[config.mk]
export PLATFORM = sky130hd
export DESIGN_NAME = uart_rx_frame_parser
export DESIGN_NICKNAME = d
export VERILOG_FILES = /design/src/rtl/uart_rx_frame_parser.sv
export SDC_FILE = /design/constraint.sdc
export NUM_CORES = 1
export LEC_CHECK = 0
export BUFFER_PORTS_ARGS = -buffer_cell sky130_fd_sc_hd__buf_2
export CELL_PAD_IN_SITES_DETAIL_PLACEMENT = 2
export CELL_PAD_IN_SITES_GLOBAL_PLACEMENT = 2
export CORE_ASPECT_RATIO = 1.4
export CORE_MARGIN = 2
export CORE_UTILIZATION = 44
export CTS_CLUSTER_DIAMETER = 200
export DETAILED_ROUTE_END_ITERATION = 7
export PLACE_DENSITY = 0.89
export SLEW_MARGIN = 20
export SYNTH_ARGS = -nofsm -noshare
export SYNTH_HDL_FRONTEND = slang
export SYNTH_SLANG_ARGS = --single-unit
[constraint.sdc]
create_clock -name clk_i -period 6 [get_ports clk_i]
set_input_delay 0.6 -clock clk_i [delete_from_list [all_inputs] [get_ports clk_i]]
set_output_delay 0.6 -clock clk_i [all_outputs]
set_load 0.02 [all_outputs]
[src/rtl/uart_rx_frame_parser.sv]
// Frame parser behind a UART receiver: finds SYNC/LEN/payload/CHK frames, checks the
// XOR checksum and streams accepted payloads out on a valid/ready port with a last flag.
module uart_rx_frame_parser #(
   parameter int          MAX_LEN        = 16,
   parameter logic [7:0]  SYNC_BYTE      = 8'hA5,
   parameter int          TIMEOUT_CYCLES = 1000
) (
   input  logic       clk_i,
   input  logic       rst_i,
   input  logic [7:0] rx_data_i,
   input  logic       rx_valid_i,
   output logic [7:0] m_data_o,
   output logic       m_valid_o,
   input  logic       m_ready_i,
   output logic       m_last_o,
   output logic       frame_ok_o,
   output logic       frame_err_o,
   output logic [1:0] err_code_o,
   output logic       busy_o
);

   // Output stream handshake: a byte moves on a clock edge where m_valid_o and m_ready_i
   // are both high; while m_ready_i is low, m_data_o and m_last_o stay unchanged.
   localparam int IDX_W = (MAX_LEN > 1) ? $clog2(MAX_LEN) : 1;
   localparam int TMO_W = (TIMEOUT_CYCLES >= 65536) ? $clog2(TIMEOUT_CYCLES + 1) : 16;
   localparam logic [TMO_W-1:0] TMO_LIM =
      TMO_W'((TIMEOUT_CYCLES == 0) ? 0 : TIMEOUT_CYCLES - 1);
   localparam logic [7:0] MAX_LEN_B = 8'(MAX_LEN);

   localparam logic [1:0] ERR_TMO = 2'd0;
   localparam logic [1:0] ERR_LEN = 2'd1;
   localparam logic [1:0] ERR_CHK = 2'd2;
   localparam logic [1:0] ERR_OVR = 2'd3;

   typedef enum logic [2:0] {S_SYNC, S_LEN, S_PAYLOAD, S_CHK, S_DRAIN} state_t;

   state_t             state_q, state_d;
   logic [7:0]         len_m1_q;
   logic [7:0]         acc_q;
   logic [IDX_W-1:0]   wr_idx_q;
   logic [IDX_W-1:0]   rd_idx_q;
   logic [TMO_W-1:0]   tmo_cnt_q;
   logic [7:0]         buf_q [MAX_LEN];
   logic               frame_ok_q, frame_err_q;
   logic [1:0]         err_code_q;

   logic               len_bad, wr_last, rd_last, tmo_hit, tmo_active;
   logic               ok_set, err_set;
   logic [1:0]         err_code_d;

   assign len_bad    = (rx_data_i == 8'd0) || (rx_data_i > MAX_LEN_B);
   assign wr_last    = (8'(wr_idx_q) == len_m1_q);
   assign rd_last    = (8'(rd_idx_q) == len_m1_q);
   assign tmo_hit    = (TIMEOUT_CYCLES != 0) && (tmo_cnt_q == TMO_LIM);
   assign tmo_active = (state_q == S_LEN) || (state_q == S_PAYLOAD) || (state_q == S_CHK);

   always_ff @(posedge clk_i or posedge rst_i) begin
      if (rst_i) state_q <= S_SYNC;
      else       state_q <= state_d;
   end

   // A byte on the same cycle as timeout expiry always takes priority.
   always_comb begin
      state_d = state_q;
      case (state_q)
         S_SYNC:    if (rx_valid_i && rx_data_i == SYNC_BYTE) state_d = S_LEN;
         S_LEN:     if (rx_valid_i) state_d = len_bad ? S_SYNC : S_PAYLOAD;
                    else if (tmo_hit) state_d = S_SYNC;
         S_PAYLOAD: if (rx_valid_i) begin
                       if (wr_last) state_d = S_CHK;
                    end else if (tmo_hit) state_d = S_SYNC;
         S_CHK:     if (rx_valid_i) state_d = (rx_data_i == acc_q) ? S_DRAIN : S_SYNC;
                    else if (tmo_hit) state_d = S_SYNC;
         S_DRAIN:   if (m_ready_i && rd_last) state_d = S_SYNC;
         default:   state_d = S_SYNC;
      endcase
   end

   always_comb begin
      ok_set     = 1'b0;
      err_set    = 1'b0;
      err_code_d = err_code_q;
      case (state_q)
         S_LEN:     if (rx_valid_i) begin
                       if (len_bad) begin err_set = 1'b1; err_code_d = ERR_LEN; end
                    end else if (tmo_hit) begin err_set = 1'b1; err_code_d = ERR_TMO; end
         S_PAYLOAD: if (!rx_valid_i && tmo_hit) begin err_set = 1'b1; err_code_d = ERR_TMO; end
         S_CHK:     if (rx_valid_i) begin
                       if (rx_data_i == acc_q) ok_set = 1'b1;
                       else begin err_set = 1'b1; err_code_d = ERR_CHK; end
                    end else if (tmo_hit) begin err_set = 1'b1; err_code_d = ERR_TMO; end
         S_DRAIN:   if (rx_valid_i) begin err_set = 1'b1; err_code_d = ERR_OVR; end
         default:   ;
      endcase
   end

   always_ff @(posedge clk_i or posedge rst_i) begin
      if (rst_i) begin
         len_m1_q    <= '0;
         acc_q       <= '0;
         wr_idx_q    <= '0;
         rd_idx_q    <= '0;
         tmo_cnt_q   <= '0;
         frame_ok_q  <= 1'b0;
         frame_err_q <= 1'b0;
         err_code_q  <= '0;
         for (int i = 0; i < MAX_LEN; i++) buf_q[i] <= '0;
      end else begin
         frame_ok_q  <= ok_set;
         frame_err_q <= err_set;
         if (err_set) err_code_q <= err_code_d;
         if (tmo_active && !rx_valid_i) tmo_cnt_q <= tmo_cnt_q + 1'b1;
         else                           tmo_cnt_q <= '0;
         case (state_q)
            S_LEN:     if (rx_valid_i && !len_bad) begin
                          len_m1_q <= rx_data_i - 8'd1;
                          acc_q    <= rx_data_i;
                          wr_idx_q <= '0;
                       end
            S_PAYLOAD: if (rx_valid_i) begin
                          buf_q[wr_idx_q] <= rx_data_i;
                          acc_q           <= acc_q ^ rx_data_i;
                          wr_idx_q        <= wr_idx_q + 1'b1;
                       end
            S_CHK:     if (rx_valid_i && rx_data_i == acc_q) rd_idx_q <= '0;
            S_DRAIN:   if (m_ready_i) rd_idx_q <= rd_last ? '0 : rd_idx_q + 1'b1;
            default:   ;
         endcase
      end
   end

   assign m_data_o    = buf_q[rd_idx_q];
   assign m_valid_o   = (state_q == S_DRAIN);
   assign m_last_o    = (state_q == S_DRAIN) && rd_last;
   assign busy_o      = (state_q != S_SYNC);
   assign frame_ok_o  = frame_ok_q;
   assign frame_err_o = frame_err_q;
   assign err_code_o  = err_code_q;

endmodule

After elaboration in Yosys (flattened, before gate mapping)
Index checks and enable logic that the tools add are counted.
{"block": "classes", "add_sub_neg": 4, "n_lt_le_gt_ge": 4, "eq_ne": 20, "muxes": 46, "bitwise": 3, "n_reduce_logical": 25}
{"op": "128-bit bitwise mux", "n": 1}
{"op": "8-bit two-way mux", "n": 5}
{"op": "8-bit binary-select mux with 4-bit select", "n": 1}
{"op": "8-bit demux with 4-bit select", "n": 1}
{"op": "3-bit two-way mux", "n": 8}
{"op": "4-bit two-way mux", "n": 5}
{"op": "16-bit by 1-bit adder with 16-bit output (second input constant)", "n": 1}
{"op": "16-bit by 10-bit == test with 1-bit output (second input constant)", "n": 1}
{"op": "4-bit by 8-bit == test with 1-bit output", "n": 2}
{"op": "16-bit two-way mux", "n": 1}
{"op": "2-bit two-way mux", "n": 8}
{"op": "4-bit case mux with 2 select lines", "n": 2}
{"op": "8-bit case mux with 2 select lines", "n": 1}
{"op": "3-bit case mux with 5 select lines", "n": 1}
{"op": "5-bit greater-or-equal comparator (second input constant)", "n": 2}
{"op": "1-bit two-way mux", "n": 10}
{"op": "2-bit by 1-bit inequality test with 1-bit output (second input constant)", "n": 5}
{"op": "4-bit NOT with 5-bit output", "n": 2}
{"op": "3-bit inequality test (second input constant)", "n": 3}
{"op": "3-bit AND reduction", "n": 3}
{"op": "4-bit by 1-bit adder with 4-bit output (second input constant)", "n": 2}
{"op": "8-bit == test", "n": 1}
{"op": "8-bit == test (second input constant)", "n": 1}
{"op": "8-bit by 5-bit greater-than comparator with 1-bit output (second input constant)", "n": 1}
{"op": "other kinds (19)", "n": 34}
{"block": "word_totals", "regBits": 175, "input_bits": 12, "out_inout_bits": 15, "wordCells": 127}

Logic depth before layout (Yosys ltp)
{"block": "depth", "depth_word": 6, "depth_mapped": 11, "depth_no_buf": 8}

Worst setup path before layout
Ideal clock, no wire load.
{"block": "synth_timing", "kind": "input -> register", "from": "in rx_data_i[1]", "to": "reg acc_q[2]", "setup_ps": 126, "arrival_ps": 2698, "required_ps": 5874, "slack_ps": 3176, "stages": 11, "path_buffers": 3, "path_cell_list": "inv_1 clkbuf_1 ha_1 nor3b_1 xor2_1 or4_4 or3_1 buf_2 buf_6 a21oi_1 a21oi_1"}
{"block": "synth_via", "elab_chain_len": 6, "word_cells_on_any_way": 7, "cone_classes": "order compare (1); eq/ne (1); reduce/logical (5)"}
{"item": "start, declared", "line": "10", "text": "input logic [7:0] rx_data_i,"}
{"item": "8-bit by 5-bit greater-than comparator with 1-bit output or 8-bit zero test (tied branches)", "line": "51", "text": "assign len_bad = (rx_data_i == 8'd0) || (rx_data_i > MAX_LEN_B);"}
{"item": "1-bit logical OR *", "line": "51"}
{"item": "1-bit zero test *", "line": "115", "text": "S_LEN: if (rx_valid_i && !len_bad) begin"}
{"item": "1-bit logical AND *", "line": "115"}
{"item": "2-bit by 1-bit inequality test with 1-bit output (no source line) *"}
{"item": "3-bit AND reduction (no source line) *"}
{"item": "end signal, assigned", "line": "117", "text": "acc_q <= rx_data_i;"}
{"item": "end signal, assigned", "line": "122", "text": "acc_q <= acc_q ^ rx_data_i;"}
{"item": "end, declared", "line": "39", "text": "logic [7:0] acc_q;"}
Every way passes the cells marked *; elsewhere a longest branch is shown, timed or not.
A chain may end at the register's enable or synchronous reset.

Worst setup path in the final report
{"block": "layout_timing", "from": "reg rd_idx_q[1]", "to": "out m_data_o[0]"}
{"block": "layout_via", "elab_chain_len": 4}
{"item": "start, declared", "line": "41", "text": "logic [IDX_W-1:0] rd_idx_q;"}
{"item": "start signal, assigned", "line": "126", "text": "S_DRAIN: if (m_ready_i) rd_idx_q <= rd_last ? '0 : rd_idx_q + 1'b1;"}
{"item": "4-bit NOT with 5-bit output (implied by the code)", "line": "132", "text": "assign m_data_o = buf_q[rd_idx_q];"}
{"item": "8-bit binary-select mux with 4-bit select", "line": "132"}
{"item": "8-bit two-way mux (implied by the code) (2 in series)", "line": "132"}
{"item": "end, declared", "line": "12", "text": "output logic [7:0] m_data_o,"}
No other way between the ends. The select of a mux whose other input is x is not followed.

==> results_dict.tcl <==
set metrics [dict create \
    gp_congestion 0.825 \
    hp-class "in2async" \
    cap_viol_max_count 0 \
    power.total_mw 4.00 \
    drt_wl_total_um 25600 \
    cts_tree "built" \
    startpoint_type "register" \
    cpMostUsedCell "mux4_2" \
    syn_nets 672 \
    r2r_cells 6 \
    dr.pass1.iters 4 \
    dp_worst_setup_slack_ns 2.54 \
    die-area_um2 19900 \
    portBuffers 26 \
    post-route-period-util 0.615 \
    grt_max_degree 105 \
    wl_met3_um 834 \
    yosysSeqAreaShare 0.531 \
    initial_core_util 0.447 \
    final_hold_viol_count 0 \
    hpwlAfterDp_um 15900 \
    tns_ns 0 \
    synth-edff-count 0 \
    clockBufferDepth 2 \
    max_stage_delay_ns 0.89 \
    design.core.area_um2 18500 \
    diodes 0 \
    setup_ws_ns 2.31 \
    tightest_slew_ns 1.02 \
    ir_drop_uv 233 \
    crit_buf_inv 2 \
    num_io_pins 27 \
    cts_resized 0 \
    vias 5543 \
    clk_pin_slew_ns 0.07 \
    cp.arrival_ns 3.09 \
    drcViolationCount 0 \
    ys_ff_latch 175 \
    synth.area.top_cells "dfrtp_1 53%, mux2_2 13%, mux4_2 11%, xor2_1 2.8%, o21ai_0 2.4%" \
    slowest_stage "dfrtp_1" \
    drive_above_1_share 0.304 \
    synth_area_leader_cell "dfrtp_1" \
    die_w_um 120 \
    avgSynthCellArea_um2 12.7 \
    wl_met2_um 14200 \
    rsz0062_at_grt "no" \
    cts.sinks 175 \
    syn_area_um2 8250 \
    p_leak_nw 4.20 \
    whs_ns 0.382 \
    synth-async-reset-ratio 1.00 \
    clk_latency_ns 0.44 \
    grt_usage 0.275 \
    dp.cells 886 \
    stdcell_count 918 \
    synth.distinct_cells 42 \
    clockRootBuffer "clkbuf_16" \
    htreeDepth 4 \
    cts.hold.buffers_added 0 \
    cp_top_family "multiplexers" \
    status "complete, no violations" \
    finClkSkew_ns 0.0101 \
    worstSetupPathType "reg2out" \
    area_growth_pct 11.4 \
    r2r_start "rd_idx_q[1]$_DFFE_PP0P_" \
    required_ns 5.40 \
    yosys_warnings 0 \
    first_global_vias 6604 \
    crit_cells 4 \
    relSlewSlack 0.317 \
    topRoutingLayerUsed "met4" \
    cp_cell_sequence "buf_4 > mux4_2 > mux4_2 > buf_2" \
    finalNetCount 681 \
    synth_top_area_share 0.531 \
    synthFlopType "dfrtp_1" \
    die_h_um 166 \
    numCtsBuffers 17 \
    postCtsSetupRepairBufs 0 \
    drtIter0Drc 410 \
    max_freq_ghz 0.271 \
    met1_length_um 9810 \
    wl_per_cell_um 27.9 \
    ant_nets 0 \
    synthCells 652 \
    final_max_slew_viol_count 0 \
    post-route-min-period_ns 3.69 \
    path_max_fanout 19 \
    antenna_found_initial 0 \
    setup_viol 0 \
    powerDensity_nw_per_um2 435 \
    std_cell_rows 59 \
    grt-ovfl-total 0 \
    grt_pass1_wl_um 40800 \
    cp-startpoint "rd_idx_q[1]$_DFFE_PP0P_" \
    crit_path_end_kind "primary output" \
    viasPerCell 6.04 \
]
power by group:
part	leakage [nW]	internal, mW	total [mW]	switching [mW]
Clock	0.309	0.721	1.22	0.496
Combinational	1.53	0.463	0.999	0.536
Sequential	2.36	1.51	1.79	0.281
registers in the layout (all words and copies together), names as in the netlist:
signal	cells
state_q	3
acc_q	8
frame_err_o	1
len_m1_q	8
wr_idx_q	4
frame_ok_o	1
rd_idx_q	4
tmo_cnt_q	16
buf_q	128
err_code_o	2
cells in the final DEF (no fill, tap or decap), types with 11 or more instances in the layout:
cell type  instances
a21oi_1           17
buf_2             26
clkbuf_16         17
dfrtp_1          174
inv_1             12
mux2_2            97
mux4_2            40
nand2_1           53
nand3_1           26
nor2_1            32
o21ai_0           40
xnor2_1           11
xor2_1            26
layout make-up:
type	instances	area, um^2
Clock inverter	13	185
Fill cell	1771	9260
Tap cell	244	305
Timing Repair Buffer	30	160
Multi-Input combinational cell	424	3650
Sequential cell	175	4380
Inverter	13	53.8
Clock buffer	19	453
through the flow:
step                      utilization  area (um^2)
after floorplan                     -         8250
after global placement          0.463         8550
after detailed placement        0.463         8550
after CTS                       0.498         9190
after global routing            0.498         9190
final                           0.498         9190
layer usage:
metal	vias to the layer above	GRT usage
met5	-	0
met4	0	0.100
met3	51	0.0484
met2	126	0.493
met1	2997	0.328
li1	2369	-
kinds of logic (layout without fill, tap and decap cells):
| group | Yosys count | in the layout | synth area share |
|---|---|---|---|
| compound gates | 83 | 83 | 0.0570 |
| flops | 175 | 175 | 0.531 |
| simple gates | 159 | 159 | 0.0922 |
| xor+xnor | 37 | 37 | 0.0393 |
| buf+inv | 53 | 75 | 0.0268 |
| fa+ha+maj | 8 | 8 | 0.0121 |
| mux | 137 | 137 | 0.242 |
Yosys cell counts (all sizes together), types with 3 or more instances:
cell,n
dfrtp,175
inv,13
nor3,7
nor4,5
a21oi,17
nand2,53
o211ai,3
buf,15
xnor2,11
clkbuf,25
nor2b,4
o21ai,46
nand2b,4
mux4,40
and2,3
and3,4
nand4,8
mux2,97
ha,8
nand3,26
or3,3
nor2,33
xor2,26
o31ai,4
a21o,3
final timing paths:
check                      slack (ns)                 endpoint
max                              2.31              m_data_o[0]
min in group clk_i               0.50    buf_q[17]$_DFFE_PP0P_
min                              0.38   tmo_cnt_q[6]$_DFF_PP0_
max in group asynchronous        4.08    buf_q[82]$_DFFE_PP0P_
max reg2reg                      3.01  rd_idx_q[2]$_DFFE_PP0P_
min reg2reg                      0.50    buf_q[17]$_DFFE_PP0P_
No activity file was read; power rests on OpenSTA's default activity.
